$ cat src/rtl/mips_pkg.sv
// mips_pkg: shared opcodes, funct codes, ALU codes, selects and FSM states.
package mips_pkg;
  localparam logic [5:0] OP_RTYPE = 6'h00, OP_LW = 6'h23, OP_SW = 6'h2B,
                         OP_BEQ = 6'h04, OP_J = 6'h02, OP_ADDI = 6'h08;
  localparam logic [5:0] FN_ADD = 6'h20, FN_SUB = 6'h22, FN_AND = 6'h24,
                         FN_OR = 6'h25, FN_SLT = 6'h2A;
  localparam logic [3:0] ALU_AND = 4'b0000, ALU_OR = 4'b0001, ALU_ADD = 4'b0010,
                         ALU_SUB = 4'b0110, ALU_SLT = 4'b0111;
  localparam logic [1:0] SRCB_B = 2'b00, SRCB_4 = 2'b01, SRCB_IMM = 2'b10, SRCB_IMM2 = 2'b11;
  localparam logic [1:0] PC_ALU = 2'b00, PC_ALUOUT = 2'b01, PC_JUMP = 2'b10;
  typedef enum logic [3:0] {
    S_FETCH = 4'd0, S_DECODE = 4'd1, S_MEMADR = 4'd2, S_MEMRD = 4'd3,
    S_MEMWB = 4'd4, S_MEMWR = 4'd5, S_EXEC = 4'd6, S_ALUWB = 4'd7,
    S_BRANCH = 4'd8, S_JUMP = 4'd9, S_ADDIEX = 4'd10, S_ADDIWB = 4'd11,
    S_HALT = 4'd15
  } state_t;
endpackage

$ cat src/rtl/alu_ctl_decode.sv
// alu_ctl_decode: maps R-type funct to an ALU operation code and flags unsupported functs.
module alu_ctl_decode
  import mips_pkg::*;
(
  input  logic [5:0] i_funct,
  output logic [3:0] o_alu_ctl,
  output logic       o_funct_valid
);
  always_comb begin
    o_alu_ctl = i_funct == FN_ADD ? ALU_ADD :
                i_funct == FN_SUB ? ALU_SUB :
                i_funct == FN_OR  ? ALU_OR  :
                i_funct == FN_SLT ? ALU_SLT : ALU_AND;
    o_funct_valid = i_funct inside {FN_ADD, FN_SUB, FN_AND, FN_OR, FN_SLT};
  end
endmodule

$ cat src/rtl/mips_multicycle_ctrl.sv
// mips_multicycle_ctrl: multi-cycle MIPS main control FSM driving ALU, PC, IR, memory and register file.
module mips_multicycle_ctrl
  import mips_pkg::*;
#(
  parameter bit ILLEGAL_TRAP = 1'b0
) (
  input  logic       clk,
  input  logic       reset,
  input  logic [5:0] opcode,
  input  logic [5:0] funct,
  input  logic       zero,
  output logic [3:0] alu_ctl,
  output logic       alu_src_a,
  output logic [1:0] alu_src_b,
  output logic [1:0] pc_source,
  output logic       pc_en,
  output logic       iord,
  output logic       mem_read,
  output logic       mem_write,
  output logic       ir_write,
  output logic       reg_dst,
  output logic       mem_to_reg,
  output logic       reg_write,
  output logic       illegal,
  output logic [3:0] state
);
  state_t     r_state, w_next;
  logic [3:0] w_fn_ctl;
  logic       w_fn_valid, w_legal;

  alu_ctl_decode u_dec (.i_funct(funct), .o_alu_ctl(w_fn_ctl), .o_funct_valid(w_fn_valid));

  assign w_legal = opcode == OP_RTYPE ? w_fn_valid :
                   opcode inside {OP_LW, OP_SW, OP_BEQ, OP_J, OP_ADDI};
  assign state = r_state;

  always_ff @(posedge clk)
    if (reset) r_state <= S_FETCH;
    else r_state <= w_next;

  always_comb begin
    w_next = S_FETCH;
    case (r_state)
      S_FETCH:  w_next = S_DECODE;
      S_DECODE: w_next = !w_legal ? (ILLEGAL_TRAP ? S_HALT : S_FETCH) :
                         opcode == OP_RTYPE ? S_EXEC :
                         opcode inside {OP_LW, OP_SW} ? S_MEMADR :
                         opcode == OP_BEQ ? S_BRANCH :
                         opcode == OP_J ? S_JUMP : S_ADDIEX;
      S_MEMADR: w_next = opcode == OP_LW ? S_MEMRD : S_MEMWR;
      S_MEMRD:  w_next = S_MEMWB;
      S_EXEC:   w_next = S_ALUWB;
      S_ADDIEX: w_next = S_ADDIWB;
      S_HALT:   w_next = S_HALT;
      default:  w_next = S_FETCH;
    endcase
  end

  // Reset forces every output inactive so an aborted instruction never writes.
  always_comb begin
    alu_ctl = ALU_AND;
    alu_src_a = 1'b0;
    alu_src_b = SRCB_B;
    pc_source = PC_ALU;
    pc_en = 1'b0;
    iord = 1'b0;
    mem_read = 1'b0;
    mem_write = 1'b0;
    ir_write = 1'b0;
    reg_dst = 1'b0;
    mem_to_reg = 1'b0;
    reg_write = 1'b0;
    illegal = 1'b0;
    if (!reset)
      case (r_state)
        S_FETCH: begin
          mem_read = 1'b1;
          ir_write = 1'b1;
          alu_src_b = SRCB_4;
          alu_ctl = ALU_ADD;
          pc_en = 1'b1;
        end
        S_DECODE: begin
          alu_src_b = SRCB_IMM2;
          alu_ctl = ALU_ADD;
          illegal = !w_legal;
        end
        S_MEMADR, S_ADDIEX: begin
          alu_src_a = 1'b1;
          alu_src_b = SRCB_IMM;
          alu_ctl = ALU_ADD;
        end
        S_MEMRD: begin
          mem_read = 1'b1;
          iord = 1'b1;
        end
        S_MEMWB: begin
          reg_write = 1'b1;
          mem_to_reg = 1'b1;
        end
        S_MEMWR: begin
          mem_write = 1'b1;
          iord = 1'b1;
        end
        S_EXEC: begin
          alu_src_a = 1'b1;
          alu_ctl = w_fn_ctl;
        end
        S_ALUWB: begin
          reg_write = 1'b1;
          reg_dst = 1'b1;
        end
        S_BRANCH: begin
          alu_src_a = 1'b1;
          alu_ctl = ALU_SUB;
          pc_source = PC_ALUOUT;
          pc_en = zero;
        end
        S_JUMP: begin
          pc_source = PC_JUMP;
          pc_en = 1'b1;
        end
        S_ADDIWB: reg_write = 1'b1;
        default: ;
      endcase
  end
endmodule

$ cat config.mk
export PLATFORM = sky130hd
export DESIGN_NAME = mips_multicycle_ctrl
export DESIGN_NICKNAME = d
export VERILOG_FILES = /design/src/rtl/mips_pkg.sv /design/src/rtl/alu_ctl_decode.sv /design/src/rtl/mips_multicycle_ctrl.sv
export SDC_FILE = /design/constraint.sdc
export NUM_CORES = 1
export LEC_CHECK = 0
export ABC_AREA = 1
export BUFFER_PORTS_ARGS = -buffer_cell sky130_fd_sc_hd__buf_4
export CAP_MARGIN = 20
export CORE_MARGIN = 2
export CORE_UTILIZATION = 38
export CTS_CLUSTER_SIZE = 14
export DETAILED_ROUTE_END_ITERATION = 16
export PLACE_DENSITY = 0.74
export SYNTH_ARGS = -nofsm -noshare
export SYNTH_HDL_FRONTEND = slang
export SYNTH_SLANG_ARGS = --single-unit
$ cat constraint.sdc
create_clock -name clk -period 1.2 [get_ports clk]
set_clock_uncertainty 0.15 [all_clocks]
set_input_delay 0.24 -clock clk [delete_from_list [all_inputs] [get_ports clk]]
set_output_delay 0.24 -clock clk [all_outputs]
set_load 0.03 [all_outputs]
==> summary.md, run 1 <==
| Metric | Value |
|---|---|
| Last stage reached | `4_1_cts` |
| Post-synth top cells | `nand2_1 (28), nor2_1 (25), inv_1 (24), nand3_1 (13), a21oi_1 (9)` |
| Port Buffer Count | `35` |
| Hold buffer count at cts | `0` |
| Initial core utilization | `40.6%` |
| CTS Buf Count | `3` |
| Yosys cell types | `21` |
| Boundary pin count | `37` |
| Clock Tree Root | `clkbuf_4` |
| XOR/XNOR share of the synthesized area | `0%` |
| Number of H-tree levels | `1` |
| Share of flip-flops with an asynchronous set or reset | `0%` |
| Ys Warns | `0` |
| Routability cong. | `0.880` |
| Post-synth top area share | `17.0%` |
| Max clock buf depth | `2` |
| Area of the mapped netlist | `618 µm²` |
| Err | `[ERROR DPL-0038] Utilization greater than 100%, impossible to legalize` |
| Outcome | `aborted with a tool error` |
| Synth area leaders | `nand2_1 (17%), nor2_1 (15%), inv_1 (15%)` |
| Synth Register Bits | `4` |
| Area share of fa/ha/maj cells after synthesis | `0%` |
| Die width | `44.3 µm` |
| Largest family of logic cells by synthesized area | `simple AND/OR/NAND/NOR gates` |
| Synth Area in Simple Gates | `53.0%` |
| Post-synthesis net count | `140` |
| Syn Area/Cell | `4.94 µm²` |
| Post-synth EDFFs | `0` |
| Site row count | `14` |
| Sequential element share of the synthesized area | `13.0%` |
| Most used DFF post-synth | `dfxtp_1` |
| Mapped Cells | `125` |
| Post-CTS Setup Inserts | `9` |
| CTS resizes | `39` |
| Multiplexer share of the synthesized area | `0%` |
| Sinks on Clock Net | `4` |
| Detailed Place HPWL | `2270 µm` |
| Compound-Gate Fraction of Synth Area | `15.6%` |
| Cell total after placement | `206` |
| Die Y | `44.3 µm` |
| Post-synth top area cell | `nand2_1` |
| Most common cell in the synthesized netlist | `nand2_1` |
==> kinds of logic after synthesis <==
group	after synthesis
AOI/OAI and AO/OA	16
buffers and inverters	28
DFF	4
other	1
and+or+nand+nor	76
==> through the flow <==
stage / instance area, µm² / setup slack (ps) / utilization (%) / TNS [ps]
floorplan: 883 / -292 / - / -4000
global placement: 1400 / -380 / 91.6 / -5550
detailed placement: 1400 / -417 / 91.6 / -6230
==> run 2: changes to the inputs <==
- CORE_AREA: unset -> 2 2 63 65
- CORE_MARGIN: 2 -> unset
- CORE_UTILIZATION: 38 -> unset
- CTS_CLUSTER_SIZE: 14 -> unset
- DIE_AREA: unset -> 0 0 65 67
- PLACE_DENSITY: 0.74 -> unset
- PLACE_DENSITY_LB_ADDON: unset -> 0.15
- clock period: 1.2 -> 1.55 ns (I/O delays scaled with it)
==> summary.md, run 2 <==
| Metric | Value |
|---|---|
| Outcome | `finished with violations (was aborted with a tool error)` |
| Failing checks | `negative setup slack` |
| Largest net degree at the start of global routing | `11` |
| Number of global-route vias before repair | `911` |
| Met3 Track Usage GR | `0.676%` |
| RSZ-0062 raised after global routing | `true` |
| Most used DFF post-synth | `dfxtp_1 (unchanged)` |
| Detailed Place HPWL | `2050 µm (was 2270 µm)` |
| Crit Path Category | `register to output port` |
| Syn Area/Cell | `4.94 µm² (unchanged)` |
| Area of the mapped netlist | `618 µm² (unchanged)` |
| CTS Buf Count | `3 (unchanged)` |
| Sequential element share of the synthesized area | `13.0% (unchanged)` |
| Yosys cell types | `21 (unchanged)` |
| Layout cell share with drive strength beyond 1 | `69.0%` |
| DRC Markers | `0` |
| Met2 track demand over resource | `21.3%` |
| XOR/XNOR share of the synthesized area | `0% (unchanged)` |
| Post-synth EDFFs | `0 (unchanged)` |
| ANT cells | `0` |
| Synth area leaders | `nand2_1 (17%), nor2_1 (15%), inv_1 (15%) (unchanged)` |
| Critical path capture point type | `output port` |
| Die Y | `67 µm (was 44.3 µm)` |
| Die Area | `4360 µm²` |
| Final setup margin | `-254 ps` |
| Tmin final | `1800 ps` |
| Sinks on Clock Net | `4 (unchanged)` |
| Post-synth top area share | `17.0% (unchanged)` |
| Final nets | `214` |
| HP Class | `input pin to register` |
| CP Launch Type | `register` |
| Largest family of logic cells by synthesized area | `simple AND/OR/NAND/NOR gates (unchanged)` |
| Avg WL per Cell | `10.3 µm` |
| Largest register FFs | `4` |
| Initial DRC Count | `33` |
| Finished Layout Cells | `245` |
| Post-synthesis net count | `140 (unchanged)` |
| Number of H-tree levels | `1 (unchanged)` |
| Max frequency | `0.554 GHz` |
| Mapped Cells | `125 (unchanged)` |
| Hold buffer count at cts | `0 (unchanged)` |
| Final Power | `0.641 mW` |
| First-pass GRT wire length | `3970 µm` |
| Synth Register Bits | `4 (unchanged)` |
| PD cells | `388 nW/µm²` |
| Cell total after placement | `234 (was 206)` |
| Max-slew violations | `0` |
| Most frequent cells in the layout | `buf_4 (50), buf_6 (22), inv_1 (18)` |
| Clock Tree Root | `clkbuf_8 (was clkbuf_4)` |
| Worst-path fanout max | `5` |
| Global Route met1 Usage | `14.3%` |
| Antenna violations before repair | `0` |
| Area share of fa/ha/maj cells after synthesis | `0% (unchanged)` |
| GR Overflow Total | `0` |
| Core area | `3610 µm²` |
| Worst Hold Slack | `357 ps` |
| Port Buffer Count | `35 (unchanged)` |
| CTS tree | `yes` |
| Maxcap violations | `0` |
| Via/cell ratio | `4.19` |
| Commonest non-fill, non-tap cell in the layout | `buf_4` |
| Initial DRT Pass Iterations | `4` |
| Ys Warns | `0 (unchanged)` |
| Routability cong. | `0.821 (was 0.880)` |
| Synth Area in Simple Gates | `53.0% (unchanged)` |
| WL final | `2520 µm` |
| Share of flip-flops with an asynchronous set or reset | `0% (unchanged)` |
| Fin crit share | `116%` |
| Compound-Gate Fraction of Synth Area | `15.6% (unchanged)` |
| Die width | `65 µm (was 44.3 µm)` |
| DRT antenna net count | `0` |
| Final core occ | `45.8%` |
| Initial core utilization | `17.1% (was 40.6%)` |
| Post-synth top cells | `nand2_1 (28), nor2_1 (25), inv_1 (24), nand3_1 (13), a21oi_1 (9) (unchanged)` |
| CP required | `1090 ps` |
| Post-synth top area cell | `nand2_1 (unchanged)` |
| Multiplexer share of the synthesized area | `0% (unchanged)` |
| GR peak layer | `met2` |
| Boundary pin count | `37 (unchanged)` |
| Site row count | `22 (was 14)` |
| Final Hold Viols | `0` |
| Most common cell in the synthesized netlist | `nand2_1 (unchanged)` |
| Clock transition at path regs | `30 ps` |
| Clk_lat worst skew | `210 ps` |
| Worst vdd ir | `0.192 mV` |
| Via count | `1026` |
| Max clock buf depth | `2 (unchanged)` |
| Final setup fails | `17` |
| Area delta synth->final | `167%` |
| Lkg Pwr | `0.844 nW` |
| Critical path arrival | `1340 ps` |
| Fillers | `366` |
| Tot GR Track Use | `11.5%` |
-- run 2: cell counts after synthesis --
No cell type changed its count.
-- run 2: power breakdown --
part	internal, mW	total (mW)	switching [mW]
Clock	0.165	0.214	0.0492
Combinational	0.144	0.316	0.172
Sequential	0.103	0.111	0.00763
Total	0.412	0.641	0.229
-- run 2: cells by family after synthesis --
group           Yosys count
other cells               1
buf+inv                  28
flops                     4
simple gates             76
compound gates           16
-- run 2: metal layers --
metal	wire length, µm	share of wire, %
met3	106	4.2
met1	1070	43
met5	0	0
met2	1320	53
met4	15	0.60
-- run 2: metrics by stage --
step / cell area, µm² / TNS (ps) / setup WS (ps)
finish: 1650 / -3060 / -254
global route: 1650 / -4110 / -312
CTS: 1550 / -3300 / -251
detailed placement: 1320 / -1090 / -215
global placement: 1320 / -1080 / -238
floorplan: 798 / -207 / -48.8
-- run 2: timing repair --
action | 4_1_cts | 5_1_grt
buffers inserted | 4 | 4
gates cloned | 0 | 0
setup endpoints to repair | 17 | 19
pin swaps | 14 | 11
gates resized for setup | 41 | 19
-- run 2: layout make-up --
class | instances | area, µm² | area share, %
multi-input cells | 93 | 729 | 44.1
repair buffers | 72 | 623 | 37.7
inverters | 25 | 104 | 6.28
flip-flops and latches | 4 | 95.1 | 5.75
well taps | 48 | 60.1 | 3.63
clock buffers | 3 | 41.3 | 2.50
-- run 2: final timing paths --
check | endpoint | slack (ps) | cells after the start | start
setup / recovery | pc_en | -250 | 4 | state[2]$_SDFF_PP0_
hold / removal | state[2]$_SDFF_PP0_ | 360 | 6 | opcode[2]
setup reg to reg | state[0]$_SDFF_PP0_ | 60 | 8 | state[0]$_SDFF_PP0_
hold reg to reg | state[3]$_SDFF_PP0_ | 710 | 5 | state[2]$_SDFF_PP0_
-- run 2: critical path: stages (launching register included) --
cell     delay (ps)
dfxtp_4         360
nor2_4          220
nand2_2         190
a31oi_4         220
buf_6           150
Power figures use the tool's default switching activity.
==> run 3: changes to the inputs <==
- GPL_TIMING_DRIVEN: unset -> 0
- TNS_END_PERCENT: unset -> 1
==> summary.md, run 3 (synthesized netlist as in run 2, its figures left out) <==
| Metric | Value |
|---|---|
| Critical path arrival | `1380 ps (was 1340 ps)` |
| Clock power frac | `36.9% (was 33.4%)` |
| Number of H-tree levels | `1 (unchanged)` |
| Sequential cell area | `95.1 µm² (unchanged)` |
| CP Cell Sequence | `nor2_4, nand2_4, nand3_4, a21oi_4, a21oi_4, buf_6 (was nor2_4, nand2_2, a31oi_4, buf_6)` |
| Fillers | `391 (was 366)` |
| Initial DRT Pass Iterations | `4 (unchanged)` |
| Most frequent cells in the layout | `buf_4 (35), nor2_1 (18), inv_1 (17) (was buf_4 (50), buf_6 (22), inv_1 (18))` |
| Routability cong. | `0.773 (was 0.821)` |
| Clock transition at path regs | `30 ps (about the same)` |
| Cell family with most CP delay | `simple AND/OR/NAND/NOR gates (unchanged)` |
| Antenna violations before repair | `0 (unchanged)` |
| Most used cell, CP | `a21oi_4` |
| CTS Buf Count | `3 (unchanged)` |
| Site row count | `22 (unchanged)` |
| Finished Layout Cells | `223 (was 245)` |
| Avg WL per Cell | `10.5 µm (was 10.3 µm)` |
| Outcome | `finished with violations (unchanged)` |
| Initial DRC Count | `20 (was 33)` |
| Critical path capture point type | `output port (unchanged)` |
| Relative slew slack | `59.7%` |
| CP Launch Type | `register (unchanged)` |
| Port Buffer Count | `34 (was 35)` |
| WP buf/inv | `1 (unchanged)` |
| Largest net degree at the start of global routing | `11 (unchanged)` |
| Sw frac | `36.6% (was 35.7%)` |
| RSZ-0062 raised after global routing | `true (unchanged)` |
| Clock Tree Root | `clkbuf_8 (unchanged)` |
| Clk_lat worst skew | `220 ps (was 210 ps)` |
| Final setup margin | `-294 ps (was -254 ps)` |
| Commonest non-fill, non-tap cell in the layout | `buf_4 (unchanged)` |
| ANT cells | `0 (unchanged)` |
| Worst Tran Pin Value | `605 ps` |
| Area delta synth->final | `126% (was 167%)` |
| Die Y | `67 µm (unchanged)` |
| Crit-path slowest cell | `dfxtp_4 (unchanged)` |
| Detailed Place HPWL | `1780 µm (was 2050 µm)` |
| Cell total after placement | `207 (was 234)` |
| Crit Path Category | `register to output port (unchanged)` |
| PD cells | `428 nW/µm² (was 388 nW/µm²)` |
| DRT antenna net count | `0 (unchanged)` |
| HP Class | `input pin to register (unchanged)` |
| Die Area | `4360 µm² (unchanged)` |
| DRC Markers | `0 (unchanged)` |
| Number of global-route vias before repair | `952 (was 911)` |
| Flop pwr share | `18.5% (was 17.3%)` |
| Worst-path fanout max | `5 (unchanged)` |
| CP required | `1090 ps (about the same)` |
| Max clock buf depth | `2 (unchanged)` |
| Combinational share of power | `44.6% (was 49.3%)` |
| Net Sw Power | `0.219 mW (was 0.229 mW)` |
| Layout cell share with drive strength beyond 1 | `58.9% (was 69.0%)` |
| Initial core utilization | `17.1% (unchanged)` |
| WL final | `2350 µm (was 2520 µm)` |
| Hold buffer count at cts | `0 (unchanged)` |
| Internal | `0.380 mW (was 0.412 mW)` |
| Boundary pin count | `37 (unchanged)` |
| Max-slew violations | `0 (unchanged)` |
| Lkg Pwr | `0.731 nW (was 0.844 nW)` |
| Tmin final | `1840 ps (was 1800 ps)` |
| Via/cell ratio | `4.25 (was 4.19)` |
| Final core occ | `38.8% (was 45.8%)` |
| Max frequency | `0.542 GHz (was 0.554 GHz)` |
| Core area | `3610 µm² (unchanged)` |
| Largest register FFs | `4 (unchanged)` |
| Worst vdd ir | `0.194 mV (was 0.192 mV)` |
| Final setup fails | `19 (was 17)` |
| Sinks on Clock Net | `4 (unchanged)` |
| First-pass GRT wire length | `3930 µm (was 3970 µm)` |
| Final nets | `192 (was 214)` |
| Final Hold Viols | `0 (unchanged)` |
| CP peak stage delay | `370 ps (was 360 ps)` |
| GR Overflow Total | `0 (unchanged)` |
| Via count | `948 (was 1026)` |
| Area of the multi-input gates | `681 µm² (was 729 µm²)` |
| Fin crit share | `119% (was 116%)` |
| Tot GR Track Use | `11.5% (unchanged)` |
| Die width | `65 µm (unchanged)` |
| CTS tree | `yes (unchanged)` |
| Failing checks | `negative setup slack (unchanged)` |
| Maxcap violations | `0 (unchanged)` |
[run 3: cell types whose count changed in the layout (fill, tap and decap cells not counted), sizes merged]
cell | before | now
buf | 72 | 49
clkbuf | 3 | 4
[run 3: worst paths after layout]
check	slack, ps	startpoint	endpoint	cells after the start
worst min-delay path	340	reset	state[1]$_SDFF_PP0_	2
worst min register to register	650	state[1]$_SDFF_PP0_	state[2]$_SDFF_PP0_	4
worst max register to register	-20	state[3]$_SDFF_PP0_	state[3]$_SDFF_PP0_	7
worst max-delay path	-290	state[3]$_SDFF_PP0_	alu_ctl[1]	6
[run 3: final cells by class]
| cell class | count | area share, % |
|---|---|---|
| repair buffers | 47 | 28.7 |
| multi-input cells | 93 | 48.7 |
| flip-flops and latches | 4 | 6.80 |
| inverters | 25 | 7.42 |
| well taps | 48 | 4.29 |
| plain buffers | 3 | 1.16 |
| clock buffers | 3 | 2.95 |
[run 3: repair_timing]
action,CTS,global route
setup endpoints to repair,17,17
setup buffers,10,3
resized for setup,47,6
pin swaps,17,13
[run 3: power groups by stage]
stage | clock network [mW] | logic [mW] | registers [mW]
5_1_grt | 0.239 | 0.289 | 0.111
6_report | 0.221 | 0.267 | 0.111
3_3_place_gp | 0 | 0.215 | 0.108
4_1_cts | 0.228 | 0.256 | 0.111
2_1_floorplan | 0 | 0.131 | 0.115
3_5_place_dp | 0 | 0.216 | 0.109
[run 3: per-layer routing]
metal  vias up  share of wire, %  wire length [µm]  GRT usage (%)
met4         0              0.72                17           4.79
met5         -                 0                 0              0
met2        28                50              1170           21.9
li1        498                 -                 -              -
met1       420                44              1030           13.1
met3         2               5.6               132          0.845
[run 3: per-stage QoR]
step | setup WS, ps | setup TNS, ps | hold WS, ps | total power [mW] | cell area, µm²
2_1_floorplan | -84.7 | -639 | 444 | 0.246 | 746
3_3_place_gp | -215 | -1460 | 566 | 0.324 | 1060
3_5_place_dp | -229 | -1440 | 561 | 0.325 | 1060
4_1_cts | -252 | -3470 | 349 | 0.595 | 1350
5_1_grt | -362 | -5320 | 384 | 0.639 | 1400
6_report | -294 | -3710 | 343 | 0.599 | 1400
==> run 4: changes to the inputs <==
--- a/config.mk
+++ b/config.mk
@@ -7,5 +7,5 @@
 export LEC_CHECK = 0
 export ABC_AREA = 1
-export BUFFER_PORTS_ARGS = -buffer_cell sky130_fd_sc_hd__buf_4
+export BUFFER_PORTS_ARGS = -buffer_cell sky130_fd_sc_hd__buf_2
 export CAP_MARGIN = 20
 export CORE_AREA = 2 2 63 65
--- a/constraint.sdc
+++ b/constraint.sdc
@@ -3,3 +3,3 @@
 set_input_delay 0.31 -clock clk [delete_from_list [all_inputs] [get_ports clk]]
 set_output_delay 0.31 -clock clk [all_outputs]
-set_load 0.03 [all_outputs]
+set_load 0.005 [all_outputs]
==> summary.md, run 4 (synthesized netlist as in run 2, its figures left out) <==
| Metric | Value |
|---|---|
| Tot GR Track Use | `10.2% (was 11.5%)` |
| Final setup fails | `16 (was 19)` |
| Net Sw Power | `0.143 mW (was 0.219 mW)` |
| Avg WL per Cell | `9.83 µm (was 10.5 µm)` |
| First-pass GRT wire length | `3600 µm (was 3930 µm)` |
| Area delta synth->final | `70.4% (was 126%)` |
| Max clock buf depth | `2 (unchanged)` |
| RSZ-0062 raised after global routing | `true (unchanged)` |
| Critical path arrival | `1280 ps (was 1380 ps)` |
| Lkg Pwr | `0.610 nW (was 0.731 nW)` |
| Flop2flop setup slack | `200 ps (was -20 ps)` |
| DRC Markers | `0 (unchanged)` |
| Via/cell ratio | `4.16 (was 4.25)` |
| Maxcap violations | `0 (unchanged)` |
| Boundary pin count | `37 (unchanged)` |
| Die Y | `67 µm (unchanged)` |
| Tmin final | `1740 ps (was 1840 ps)` |
| Internal | `0.340 mW (was 0.380 mW)` |
| DRT antenna net count | `0 (unchanged)` |
| WL final | `2140 µm (was 2350 µm)` |
| R2R depth | `6 (was 7)` |
| ANT cells | `0 (unchanged)` |
| Commonest non-fill, non-tap cell in the layout | `buf_2 (was buf_4)` |
| Initial core utilization | `17.1% (unchanged)` |
| PD cells | `458 nW/µm² (was 428 nW/µm²)` |
| Layout cell share with drive strength beyond 1 | `44.1% (was 58.9%)` |
| Most frequent cells in the layout | `buf_2 (34), nand2_1 (23), inv_1 (21), nor2_1 (21), nand3_1 (11) (was buf_4 (35), nor2_1 (18), inv_1 (17))` |
| Max frequency | `0.575 GHz (was 0.542 GHz)` |
| Sinks on Clock Net | `4 (unchanged)` |
| Fin crit share | `112% (was 119%)` |
| Final Hold Viols | `0 (unchanged)` |
| Number of global-route vias before repair | `883 (was 952)` |
| HP Class | `input pin to register (unchanged)` |
| Die Area | `4360 µm² (unchanged)` |
| Initial DRC Count | `29 (was 20)` |
| Worst-path fanout max | `4 (was 5)` |
| Largest net degree at the start of global routing | `11 (unchanged)` |
| Clock power frac | `43.5% (was 36.9%)` |
| Port Buffer Count | `34 (unchanged)` |
| Failing checks | `negative setup slack (unchanged)` |
| Clock Tree Root | `clkbuf_8 (unchanged)` |
| Critical path capture point type | `output port (unchanged)` |
| Outcome | `finished with violations (unchanged)` |
| CP startpoint | `state[2]$_SDFF_PP0_ (was state[3]$_SDFF_PP0_)` |
| Crit path capture | `reg_write (was alu_ctl[1])` |
| CTS tree | `yes (unchanged)` |
| Routability cong. | `0.820 (was 0.773)` |
| Combinational share of power | `33.9% (was 44.6%)` |
| Reg2reg end | `state[1]$_SDFF_PP0_ (was state[3]$_SDFF_PP0_)` |
| Design Area, Final | `1050 µm² (was 1400 µm²)` |
| CTS Buf Count | `3 (unchanged)` |
| Final setup margin | `-190 ps (was -294 ps)` |
| Placed Area | `848 µm² (was 1060 µm²)` |
| Worst vdd ir | `0.154 mV (was 0.194 mV)` |
| CP required | `1090 ps (about the same)` |
| Clock transition at path regs | `30 ps (about the same)` |
| Number of H-tree levels | `1 (unchanged)` |
| Final nets | `187 (was 192)` |
| Largest register FFs | `4 (unchanged)` |
| Fillers | `402 (was 391)` |
| Pre-CTS setup slack | `-218 ps (was -229 ps)` |
| R2R Path Start | `state[2]$_SDFF_PP0_ (was state[3]$_SDFF_PP0_)` |
| Min-delay src | `reset (unchanged)` |
| Site row count | `22 (unchanged)` |
| Initial DRT Pass Iterations | `4 (unchanged)` |
| Sw frac | `29.6% (was 36.6%)` |
| Via count | `906 (was 948)` |
| Detailed Place HPWL | `1710 µm (was 1780 µm)` |
| CP Launch Type | `register (unchanged)` |
| Crit Path Category | `register to output port (unchanged)` |
| GR Overflow Total | `0 (unchanged)` |
| Antenna violations before repair | `0 (unchanged)` |
| Core area | `3610 µm² (unchanged)` |
| Die width | `65 µm (unchanged)` |
| Flop pwr share | `22.7% (was 18.5%)` |
| Clk_lat worst skew | `210 ps (was 220 ps)` |
| Max-slew violations | `0 (unchanged)` |
==> run 4: cell types whose count changed in the layout (fill, tap and decap cells not counted), sizes merged <==
| cell | delta |
|---|---|
| buf | -5 |
==> run 4: final cells by class <==
class	count	area (µm²)	share of cell area, %
plain buffers	3	16.3	1.54
clock buffers	3	41.3	3.92
inverters	25	98.8	9.38
multi-input cells	93	502	47.6
flip-flops and latches	4	95.1	9.03
well taps	48	60.1	5.70
repair buffers	42	240	22.8
==> run 4: worst max-delay path: stages, from the launching register on <==
cell and delay [ps]:
dfxtp_4 370, inv_4 50, nor2_4 130, inv_1 70
a221oi_1 290, buf_2 170
==> run 4: how the worst min path moves through the flow <==
stage                          endpoint  slack [ps]  cells after the start
global route        state[3]$_SDFF_PP0_         280                      2
finish              state[3]$_SDFF_PP0_         270                      2
global placement    state[3]$_SDFF_PP0_         490                      2
detailed placement  state[3]$_SDFF_PP0_         490                      2
CTS                 state[3]$_SDFF_PP0_         260                      2
floorplan           state[3]$_SDFF_PP0_         410                      2
==> run 4: layer usage <==
layer / wire (µm) / GRT usage (%) / up-vias
li1: - / - / 482
met1: 953 / 12.1 / 395
met2: 1050 / 19.6 / 29
met3: 140 / 1.69 / 0
met4: 0 / 1.60 / 0
met5: 0 / 0 / -
==> run 4: power by group through the flow <==
stage | combinational [mW] | sequential (mW) | clock, mW
floorplan | 0.0731 | 0.112 | 0
global placement | 0.129 | 0.112 | 0
detailed placement | 0.130 | 0.112 | 0
CTS | 0.158 | 0.110 | 0.215
global route | 0.186 | 0.110 | 0.229
finish | 0.164 | 0.110 | 0.210
==> run 4: timing repair <==
item                                    CTS  global route
endpoints found under the setup margin   17            17
hold buffers                              0             0
pin swaps                                 7             2
resized for setup                        31             5
hold endpoints to repair                  0             0
setup buffers                             8             0
cloned                                    0             0
==> run 4: per-stage QoR <==
step / utilization (%) / power, mW / hold WS [ps] / setup TNS, ps / cells
global placement: 23.5 / 0.241 / 491 / -1210 / 207
CTS: 28.7 / 0.482 / 260 / -2020 / 218
detailed placement: 23.5 / 0.242 / 488 / -1290 / 207
finish: 29.2 / 0.483 / 267 / -1910 / 218
floorplan: - / 0.185 / 415 / 0 / 125
global route: 29.2 / 0.525 / 280 / -3310 / 218
